--- src/rtl/qpsk_deint_rx_pkg.sv ---
// Shared WiMax PHY constants, FSM state types and sample helpers for the QPSK receive deinterleaver.
// Build option: RX_ERASURE_EN enables the per-bit erasure path in the files that import this package.
package wimax_phy_pkg;

    localparam int NCBPS_QPSK = 384;
    localparam int INTLV_D    = 16;
    localparam int INTLV_ROWS = NCBPS_QPSK / INTLV_D;
    localparam int SAMPLE_W   = 16;
    localparam logic signed [SAMPLE_W-1:0] QPSK_AMP = 16'sd23170;

    typedef enum logic {
        W_FILL,
        W_WAIT
    } wstate_t;

    typedef enum logic {
        R_IDLE,
        R_STREAM
    } rstate_t;

    // Saturating magnitude: the most negative code maps to the largest positive one.
    function automatic logic [SAMPLE_W-1:0] sample_mag(input logic signed [SAMPLE_W-1:0] s);
        logic [SAMPLE_W-1:0] mag;
        if (s == {1'b1, {(SAMPLE_W-1){1'b0}}}) begin
            mag = {1'b0, {(SAMPLE_W-1){1'b1}}};
        end else if (s[SAMPLE_W-1]) begin
            mag = $unsigned(-s);
        end else begin
            mag = $unsigned(s);
        end
        return mag;
    endfunction

endpackage

--- src/rtl/qpsk_deint_rx_if.sv ---
// Symbol-in / coded-bit-out bundle of the QPSK deinterleaver.
// Build option: RX_ERASURE_EN adds the erase_out signal.
interface qpsk_deint_rx_if
    import wimax_phy_pkg::*;
();

    logic signed [SAMPLE_W-1:0] I_in;
    logic signed [SAMPLE_W-1:0] Q_in;
    logic                       valid_in;
    logic                       ready_in;
    logic                       dataout;
    logic                       sof_out;
    logic                       valid_out;
    logic                       ready_out;
`ifdef RX_ERASURE_EN
    logic                       erase_out;
`endif

    modport master (
        output I_in, Q_in, valid_in, ready_out,
        input  ready_in, dataout, sof_out, valid_out
`ifdef RX_ERASURE_EN
        , input erase_out
`endif
    );

    modport slave (
        input  I_in, Q_in, valid_in, ready_out,
        output ready_in, dataout, sof_out, valid_out
`ifdef RX_ERASURE_EN
        , output erase_out
`endif
    );

endinterface

--- src/rtl/qpsk_deint_rx_addr_gen.sv ---
// Row/column counters that give the natural-order bit addresses of the I and Q bits of the current symbol.
// j=2n always lands on an even row, so both bits share a column and sit one row apart.
module deint_addr_gen
    import wimax_phy_pkg::*;
#(
    parameter int NCBPS = NCBPS_QPSK,
    parameter int D     = INTLV_D
)(
    input  logic                       clk,
    input  logic                       rst,
    input  logic                       advance,
    output logic [$clog2(NCBPS)-1:0]   k_even,
    output logic [$clog2(NCBPS)-1:0]   k_odd
);

    localparam int ROWS  = NCBPS / D;
    localparam int KW    = $clog2(NCBPS);
    localparam int ROW_W = $clog2(ROWS);
    localparam int COL_W = $clog2(D);

    logic [ROW_W-1:0] row_q, row_d;
    logic [COL_W-1:0] col_q, col_d;

    always_comb begin
        row_d = row_q;
        col_d = col_q;
        if (advance) begin
            if (row_q == ROW_W'(ROWS - 2)) begin
                row_d = '0;
                col_d = (col_q == COL_W'(D - 1)) ? '0 : col_q + COL_W'(1);
            end else begin
                row_d = row_q + ROW_W'(2);
            end
        end
    end

    always_ff @(posedge clk) begin
        if (rst) begin
            row_q <= '0;
            col_q <= '0;
        end else begin
            row_q <= row_d;
            col_q <= col_d;
        end
    end

    assign k_even = KW'(row_q) * KW'(D) + KW'(col_q);
    assign k_odd  = k_even + KW'(D);

endmodule

--- src/rtl/qpsk_deint_rx.sv ---
// QPSK hard-decision demapper feeding a ping-pong block deinterleaver that streams bits out in natural order.
// Build option: RX_ERASURE_EN adds a per-bit erasure flag array and the erase_out port.
module qpsk_deint_rx
    import wimax_phy_pkg::*;
#(
    parameter int NCBPS = NCBPS_QPSK,
    parameter int D     = INTLV_D
`ifdef RX_ERASURE_EN
    , parameter logic [SAMPLE_W-1:0] ERASE_THR = 16'd4096
`endif
)(
    input  logic           clk,
    input  logic           rst,
    qpsk_deint_rx_if.slave bus
);

    localparam int SYMS  = NCBPS / 2;
    localparam int SYM_W = $clog2(SYMS);
    localparam int KW    = $clog2(NCBPS);
    localparam logic [SYM_W-1:0] LAST_SYM = SYM_W'(SYMS - 1);
    localparam logic [KW-1:0]    LAST_BIT = KW'(NCBPS - 1);

    wstate_t            wstate_q, wstate_d;
    logic               wbank_q, wbank_d;
    logic [SYM_W-1:0]   wsym_q, wsym_d;
    rstate_t            rstate_q, rstate_d;
    logic               rbank_q, rbank_d;
    logic [KW-1:0]      rbit_q, rbit_d;
    logic [1:0]         full_q, full_d;
    logic [1:0][NCBPS-1:0] bank_q, bank_d;

    logic               accept;
    logic               wr_done;
    logic               rd_xfer;
    logic               rd_done;
    logic               streaming;
    logic               wr_other_full;
    logic               rd_other_full;
    logic [KW-1:0]      k_even;
    logic [KW-1:0]      k_odd;

    assign bus.ready_in = (wstate_q == W_FILL) && !full_q[wbank_q] && !rst;
    assign accept       = bus.valid_in && bus.ready_in;
    assign wr_done      = accept && (wsym_q == LAST_SYM);

    assign streaming    = (rstate_q == R_STREAM) && !rst;
    assign rd_xfer      = streaming && bus.ready_out;
    assign rd_done      = rd_xfer && (rbit_q == LAST_BIT);

    // Look through a same-edge release/completion so neither side loses a cycle.
    assign wr_other_full = full_q[~wbank_q] && !(rd_done && (rbank_q != wbank_q));
    assign rd_other_full = full_q[~rbank_q] || (wr_done && (wbank_q != rbank_q));

    deint_addr_gen #(
        .NCBPS (NCBPS),
        .D     (D)
    ) u_addr_gen (
        .clk     (clk),
        .rst     (rst),
        .advance (accept),
        .k_even  (k_even),
        .k_odd   (k_odd)
    );

    always_comb begin
        wstate_d = wstate_q;
        wbank_d  = wbank_q;
        wsym_d   = wsym_q;
        case (wstate_q)
            W_FILL: begin
                if (accept) begin
                    if (wsym_q == LAST_SYM) begin
                        wbank_d = ~wbank_q;
                        wsym_d  = '0;
                        if (wr_other_full) begin
                            wstate_d = W_WAIT;
                        end
                    end else begin
                        wsym_d = wsym_q + SYM_W'(1);
                    end
                end
            end
            W_WAIT: begin
                if (!full_q[wbank_q]) begin
                    wstate_d = W_FILL;
                end
            end
            default: wstate_d = W_FILL;
        endcase
    end

    always_comb begin
        rstate_d = rstate_q;
        rbank_d  = rbank_q;
        rbit_d   = rbit_q;
        case (rstate_q)
            R_IDLE: begin
                if (full_q[rbank_q]) begin
                    rstate_d = R_STREAM;
                end
            end
            R_STREAM: begin
                if (rd_xfer) begin
                    if (rbit_q == LAST_BIT) begin
                        rbank_d  = ~rbank_q;
                        rbit_d   = '0;
                        rstate_d = rd_other_full ? R_STREAM : R_IDLE;
                    end else begin
                        rbit_d = rbit_q + KW'(1);
                    end
                end
            end
            default: rstate_d = R_IDLE;
        endcase
    end

    // The two flag updates always target different banks, so both may apply on one edge.
    always_comb begin
        full_d = full_q;
        if (wr_done) begin
            full_d[wbank_q] = 1'b1;
        end
        if (rd_done) begin
            full_d[rbank_q] = 1'b0;
        end
    end

    always_comb begin
        bank_d = bank_q;
        if (accept) begin
            bank_d[wbank_q][k_even] = bus.I_in[SAMPLE_W-1];
            bank_d[wbank_q][k_odd]  = bus.Q_in[SAMPLE_W-1];
        end
    end

    always_ff @(posedge clk) begin
        if (rst) begin
            wstate_q <= W_FILL;
            wbank_q  <= 1'b0;
            wsym_q   <= '0;
            rstate_q <= R_IDLE;
            rbank_q  <= 1'b0;
            rbit_q   <= '0;
            full_q   <= '0;
        end else begin
            wstate_q <= wstate_d;
            wbank_q  <= wbank_d;
            wsym_q   <= wsym_d;
            rstate_q <= rstate_d;
            rbank_q  <= rbank_d;
            rbit_q   <= rbit_d;
            full_q   <= full_d;
        end
    end

    // Bit storage is never read before it is written, so it carries no reset.
    always_ff @(posedge clk) begin
        bank_q <= bank_d;
    end

    assign bus.valid_out = streaming;
    assign bus.dataout   = streaming && bank_q[rbank_q][rbit_q];
    assign bus.sof_out   = streaming && (rbit_q == '0);

`ifdef RX_ERASURE_EN
    logic [1:0][NCBPS-1:0] ers_q, ers_d;

    always_comb begin
        ers_d = ers_q;
        if (accept) begin
            ers_d[wbank_q][k_even] = sample_mag(bus.I_in) < ERASE_THR;
            ers_d[wbank_q][k_odd]  = sample_mag(bus.Q_in) < ERASE_THR;
        end
    end

    always_ff @(posedge clk) begin
        ers_q <= ers_d;
    end

    assign bus.erase_out = streaming && ers_q[rbank_q][rbit_q];
`else
    logic unused_ok;
    assign unused_ok = ^{bus.I_in[SAMPLE_W-2:0], bus.Q_in[SAMPLE_W-2:0]};
`endif

endmodule

--- src/flat_wrapper.sv ---
// flat-port wrapper written by rule: the top's interface ports become plain ports
module qpsk_deint_rx_flat import wimax_phy_pkg::*;
#(
    parameter int NCBPS = NCBPS_QPSK,
    parameter int D     = INTLV_D

)
  (clk, rst, bus_I_in, bus_Q_in, bus_valid_in, bus_ready_out, bus_ready_in, bus_dataout, bus_sof_out, bus_valid_out);
  qpsk_deint_rx_if bus_i ();
  input  logic clk;
  input  logic rst;
  input wire logic [$bits(bus_i.I_in)-1:0] bus_I_in;
  input wire logic [$bits(bus_i.Q_in)-1:0] bus_Q_in;
  input wire logic [$bits(bus_i.valid_in)-1:0] bus_valid_in;
  input wire logic [$bits(bus_i.ready_out)-1:0] bus_ready_out;
  output wire logic [$bits(bus_i.ready_in)-1:0] bus_ready_in;
  output wire logic [$bits(bus_i.dataout)-1:0] bus_dataout;
  output wire logic [$bits(bus_i.sof_out)-1:0] bus_sof_out;
  output wire logic [$bits(bus_i.valid_out)-1:0] bus_valid_out;
  assign bus_i.I_in = bus_I_in;
  assign bus_i.Q_in = bus_Q_in;
  assign bus_i.valid_in = bus_valid_in;
  assign bus_i.ready_out = bus_ready_out;
  assign bus_ready_in = bus_i.ready_in;
  assign bus_dataout = bus_i.dataout;
  assign bus_sof_out = bus_i.sof_out;
  assign bus_valid_out = bus_i.valid_out;
  qpsk_deint_rx #(.NCBPS(NCBPS), .D(D)) u_core (.clk(clk), .rst(rst), .bus(bus_i));
endmodule
--- config.mk ---
export PLATFORM = sky130hd
export DESIGN_NAME = qpsk_deint_rx_flat
export DESIGN_NICKNAME = d
export VERILOG_FILES = /design/src/rtl/qpsk_deint_rx_pkg.sv /design/src/rtl/qpsk_deint_rx_if.sv /design/src/rtl/qpsk_deint_rx_addr_gen.sv /design/src/rtl/qpsk_deint_rx.sv /design/src/flat_wrapper.sv
export SDC_FILE = /design/constraint.sdc
export NUM_CORES = 2
export LEC_CHECK = 0
export CAP_MARGIN = 40
export CELL_PAD_IN_SITES_DETAIL_PLACEMENT = 0
export CELL_PAD_IN_SITES_GLOBAL_PLACEMENT = 1
export CORE_MARGIN = 5
export CORE_UTILIZATION = 53
export CTS_BUF_LIST = sky130_fd_sc_hd__clkbuf_8
export DETAILED_ROUTE_END_ITERATION = 6
export PLACE_DENSITY = 0.91
export SYNTH_ARGS = -nofsm -noshare
export SYNTH_HDL_FRONTEND = slang
export SYNTH_SLANG_ARGS = --single-unit
--- constraint.sdc ---
create_clock -name clk -period 3.4 [get_ports clk]
set_input_delay 0.68 -clock clk [delete_from_list [all_inputs] [get_ports clk]]
set_output_delay 0.68 -clock clk [all_outputs]
set_load 0.005 [all_outputs]
# After elaboration in Yosys (flattened, before gate mapping)
# Cells that the tools add are included.
dict set report op_classes {
  div 0
  bitwise 7
  n_eq_ne 6
  mux 42
  n_reduce_logical 26
  multipliers 0
  order_cmp 11
  n_addsub 6
  n_shift 0
}
# cell n
set op_table {}
lappend op_table {{$bwmux W768} 2}
lappend op_table {{$mux W384} 4}
lappend op_table {{$demux W384 S1} 2}
lappend op_table {{$lt A9 B10 Y1 const B} 3}
lappend op_table {{$mux W1} 21}
lappend op_table {{$demux W1 S9} 2}
lappend op_table {{$ge A9 B1 Y1 const B} 2}
lappend op_table {{$logic_and A1 B1 Y1} 16}
lappend op_table {{$add A9 B1 Y9 const B} 1}
lappend op_table {{$add A9 B4 Y9} 1}
lappend op_table {{$add A9 B5 Y9 const B} 1}
lappend op_table {{$bmux W1 S9} 1}
lappend op_table {{$eq A9 B9 Y1 const B} 1}
lappend op_table {{$logic_not A9 Y1} 1}
lappend op_table {{$mux W9} 1}
lappend op_table {{$add A8 B1 Y8 const B} 1}
lappend op_table {{$eq A8 B8 Y1 const B} 1}
lappend op_table {{$lt A1 B2 Y1 const B} 4}
lappend op_table {{$mux W8} 1}
lappend op_table {{$reduce_and A2 Y1} 3}
lappend op_table {{$reduce_and A3 Y1} 2}
lappend op_table {{$add A5 B2 Y5 const B} 1}
lappend op_table {{$eq A5 B5 Y1 const B} 1}
lappend op_table {{$mux W5} 1}
lappend op_table {{other kinds (14)} 24}
dict set report word_totals {
  in_bits 36
  ff_bits 800
  output_inout_bits 4
  mem_bits_rw 0
  mem_bits_ro 0
  latchBits 0
  mem_count 0
}

# Depth between registers and ports, before layout
dict set report logic_depth {
  word_depth 13
  mapped_depth 12
}

# Modules after synthesis
# Synthesis repeated with hierarchy kept, for this count alone.
dict set report hier_totals {
  cells_unflattened 5270
  hier_area_um2 48525.3
}
# module cells_per_inst n_inst area_per_inst_um2
set by_module_without_submodules {}
lappend by_module_without_submodules {qpsk_deint_rx 5212 1 48047.3}
lappend by_module_without_submodules {deint_addr_gen 58 1 478.0}

# Worst setup path before layout
# Ideal clock, no wire load.
dict set report synth_path {
  kind {register to output}
  from {register u_core.rbank_q}
  to {output port bus_dataout}
  path_slack_ns 0.451
  required_ns 2.720
  arrival_ns 2.269
  n_path_buf 3
  path_stages_with_launch 10
  cell_sequence {dfxtp_1 -> buf_6 -> buf_6 -> buf_4 -> mux4_2 -> o211ai_1 -> o211ai_1 -> a311oi_1 -> o22ai_1 -> o32a_1}
}
dict set report synth_via {
  elab_chain_len 5
}
# element line
set synth_rtl {}
lappend synth_rtl {{from (decl)} qpsk_deint_rx.sv:27} ;# logic rbank_q, rbank_d;
lappend synth_rtl {{from (signal assigned)} qpsk_deint_rx.sv:150} ;# rbank_q <= rbank_d;
lappend synth_rtl {{$mux W384 (implied by the code) (2 in a row)} qpsk_deint_rx.sv:162} ;# assign bus.dataout = streaming && bank_q[rbank_q][rbit_q];
lappend synth_rtl {{$bmux W1 S9} qpsk_deint_rx.sv:162}
lappend synth_rtl {{$mux W1 (implied by the code)} qpsk_deint_rx.sv:162}
lappend synth_rtl {{$logic_and A1 B1 Y1} qpsk_deint_rx.sv:162}
lappend synth_rtl {{to (decl)} flat_wrapper.sv:17} ;# output wire logic [$bits(bus_i.dataout)-1:0] bus_dataout;
# Every way passes these cells. The select of a mux whose other input is x is not followed.

# Final worst setup path
# Same ends and word-level chain as after synthesis.

==> flow_summary.json <==
{
  "period_minus_slack_ns": 4.40,
  "p_int_mw": 14.4,
  "cts_tree": "done",
  "cts_buffers": 130,
  "cts-root-buf": "clkbuf_8",
  "avgSynthCellArea_sq_um": 11.0,
  "worst_pin_slew_ns": 0.968,
  "required_ns": 2.72,
  "ant_nets": 0,
  "clk_latency_ns": 0.79,
  "multi_input_area_sq_mm": 0.0135,
  "grt.met3_usage_pct": 6.34,
  "clockBufferDepth": 3,
  "crit_arrival_ns": 3.72,
  "dp_hpwl_um": 69400,
  "wirelength_um": 110000,
  "grt-ovfl-total": 0,
  "ys_seq_area_share_pct": 61.4,
  "synth.distinct_cells": 67,
  "combPwrFrac_pct": 1.0,
  "globalRouteMet2Util_pct": 43.8,
  "endpoint_kind": "output port",
  "r2r_cells": 10,
  "cts.clk_slew.worst_paths_ns": 0.06,
  "leakagePower_nw": 11.6,
  "hold_viol_final": 0,
  "fmax_mhz": 227,
  "ios": 40,
  "first_iter_violations": 4009,
  "gp_congestion": 0.996,
  "rows": 98,
  "pwr_density_cell_mw_per_mm2": 416,
  "syn2layout_area_growth_pct": 14.5,
  "ys_ff_latch": 799,
  "fin_total_pwr_mw": 18.4,
  "path_class": "flip-flop to output port",
  "slew_headroom_pct": 35.4,
  "failed_checks": "design-rule violations, negative setup slack",
  "p_switching_mw": 3.98,
  "core-area_sq_mm": 0.0719,
  "regArea_sq_mm": 0.0237,
  "slew_viol_final": 0,
  "drive_above_1_share_pct": 19.8,
  "fin_util_pct": 61.4,
  "yosysWarnings": 0,
  "syn_inst": 3497,
  "nets": 3627,
  "wl_per_cell_um": 23.9,
  "hold_depth": 2,
  "ys.flop_type": "edfxtp_1",
  "grt_pass1_wl_um": 164000,
  "status": "finished, violations left",
  "clkSinkCount": 799,
  "fillers": 5591,
  "rsz0062_at_grt": "yes",
  "htree_levels": 4,
  "clock_power_share_pct": 41.1,
  "switching_share_pct": 21.7,
  "worst-path-max-fanout": 9,
  "drc": 2,
  "grt_pass1_vias": 26800,
  "grt.total_usage_pct": 28.0,
  "max-vdd-ir-drop_mv": 0.251,
  "worst_setup_path_start_kind": "flip-flop",
  "gr-max-usage-layer": "met2",
  "synth_nets": 3541,
  "grt_start_max_net_pins": 65,
  "hold_class": "flip-flop to flip-flop",
  "fp.dieH_um": 280,
  "final.setup.worst_slack_ns": -0.999,
  "finalSetupViolCount": 1,
  "vias": 28200,
  "die_x_um": 280,
  "postSynth.asyncResetShare_pct": 0,
  "pwr-share-seq_pct": 57.9,
  "synth_enable_flop_cells": 768,
  "use_met1_pct": 38.6,
  "netlist_area_sq_mm": 0.0385,
  "fin_crit_sh_pct": 129,
  "antenna_found_initial": 3,
  "via_per_inst": 6.10,
  "start_util_pct": 53.6,
  "max_cap_violations": 0,
  "die-area_sq_mm": 0.0782,
  "finClkSkew_ns": 0.0260,
  "numPortBuffers": 9,
  "cts_hold_buffers": 0,
  "dr.pass1.iters": 7
}
state kept, by name, summed over array words and instances (netlist names):
register	cells
u_core.rbit_q	9
u_core.bank_q	768
u_core.u_addr_gen.row_q	4
u_core.u_addr_gen.col_q	4
u_core.rstate_q	1
u_core.wbank_q	1
u_core.wsym_q	8
u_core.rbank_q	1
u_core.full_q	2
u_core.wstate_q	1
final timing paths:
path	start	endpoint	slack, ns
worst max register to register	u_core.rbit_q[0]	u_core.rbit_q[5]	0.59
worst min register to register	u_core.wsym_q[7]	u_core.wsym_q[7]	0.51
worst max-delay path	u_core.rbank_q	bus_dataout	-1.0
worst min-delay path	u_core.wsym_q[7]	u_core.wsym_q[7]	0.51
per-layer routing:
layer  wire [um]  vias up
met5          46        -
met4        4380        2
met3       13600      256
met2       51600     1792
met1       40900    13900
li1            -    12200
synthesized netlist by cell type (3+ instances only):
library cell  number  area share (%)
buf_6             16            0.47
clkbuf_1         306             3.0
a21oi_1           29            0.38
o2111ai_1          3           0.068
nor3b_1            3           0.058
a31oi_1            9            0.15
nand4_1            7            0.11
edfxtp_1         768              60
and3_1             9            0.15
a211oi_1           6            0.12
o211ai_1           7            0.14
or2_2              3           0.049
xor2_1             6            0.14
o21ai_1            5           0.065
mux2i_1          142             3.7
o221ai_1           3           0.068
mux4_2           126             7.4
buf_4             12            0.23
a22oi_1           36            0.70
nor3_1            16            0.21
xnor2_1           12            0.27
inv_2              3           0.029
nand3_1           65            0.84
buf_8              4            0.16
buf_2             16            0.21
o21ai_0           23            0.30
a311oi_1           5            0.11
inv_1              7           0.068
a221oi_1          48             1.1
buf_1             36            0.35
nor2_1          1581              15
and3b_1            3           0.068
nand2b_1           6           0.097
and2_1             5           0.081
dfxtp_1           31             1.6
ha_1               8            0.26
nand2_1           79            0.77
mux2_2             8            0.23
nor2b_1            8            0.13
cells by family (layout without fill, tap and decap cells):
family	after synthesis	after routing	share of synthesized area (%)
compound gates	196	196	3.72
flops	799	799	61.4
simple gates	1797	1797	18.2
other cells	0	3	0
buf+inv	402	578	4.56
fa+ha+maj	8	8	0.260
xor+xnor	18	18	0.409
mux	277	277	11.4
stage by stage:
stage	setup slack, ns	hold WS (ns)	area [sq um]	TNS, ns	instances
5_1_grt	-1.06	0.541	44100	-1.06	4624
3_5_place_dp	-0.551	0.502	41200	-0.612	4381
6_report	-0.999	0.511	44100	-0.999	4626
2_1_floorplan	0.451	0.471	38500	0	3497
4_1_cts	-1.01	0.514	43800	-1.01	4619
3_3_place_gp	-0.573	0.486	41200	-0.619	4381
cell usage in the layout (no fill, tap or decap), types with 9 or more instances in the layout:
master / synthesis / layout
nand3_2: 0 / 20
a21oi_1: 29 / 23
nand2_2: 0 / 21
nor2_1: 1581 / 1580
a22oi_1: 36 / 34
o21ai_1: 5 / 9
buf_4: 12 / 270
inv_1: 7 / 47
mux4_2: 126 / 127
mux2i_1: 142 / 139
edfxtp_1: 768 / 768
and3_1: 9 / 9
nand3_1: 65 / 45
nand2_1: 79 / 58
buf_6: 16 / 9
buf_12: 1 / 50
a221oi_1: 48 / 42
clkinv_1: 0 / 25
nor3_1: 16 / 13
dfxtp_1: 31 / 27
clkbuf_8: 0 / 137
xnor2_1: 12 / 12
o21ai_0: 23 / 18
power by group through the flow:
stage	logic (mW)	registers, mW	clock network [mW]
2_1_floorplan	0.103	10.8	0
3_3_place_gp	0.181	10.8	0
3_5_place_dp	0.185	10.8	0
4_1_cts	0.185	10.6	7.63
5_1_grt	0.199	10.6	8.09
6_report	0.193	10.6	7.54
layout make-up:
class                   instances  share of cell area [%]
repair buffers                346                    7.71
inverters                      10                  0.0908
multi-input cells            2296                    30.7
flip-flops and latches        799                    53.7
clock inverters                85                   0.854
well taps                     950                    2.69
clock buffers                 137                    4.27
diodes                          3                  0.0170
what timing repair did:
item	in CTS	in global routing
hold endpoints to repair	0	0
buffers inserted	15	5
endpoints found under the setup margin	2	2
pin swaps	9	26
resized for setup	33	57
gates cloned	2	2
worst max-delay path, cell delays in order, from the launching register on:
cell,delay (ns)
dfxtp_4,0.46
buf_12,0.18
buf_16,0.12
buf_12,0.14
buf_12,0.12
mux4_2,0.48
nor3_1,0.32
a211oi_1,0.18
a31oi_4,0.21
o22ai_2,0.10
o32a_1,0.44
buf_2,0.17
Note: power is estimated with default switching activity, not from simulation.
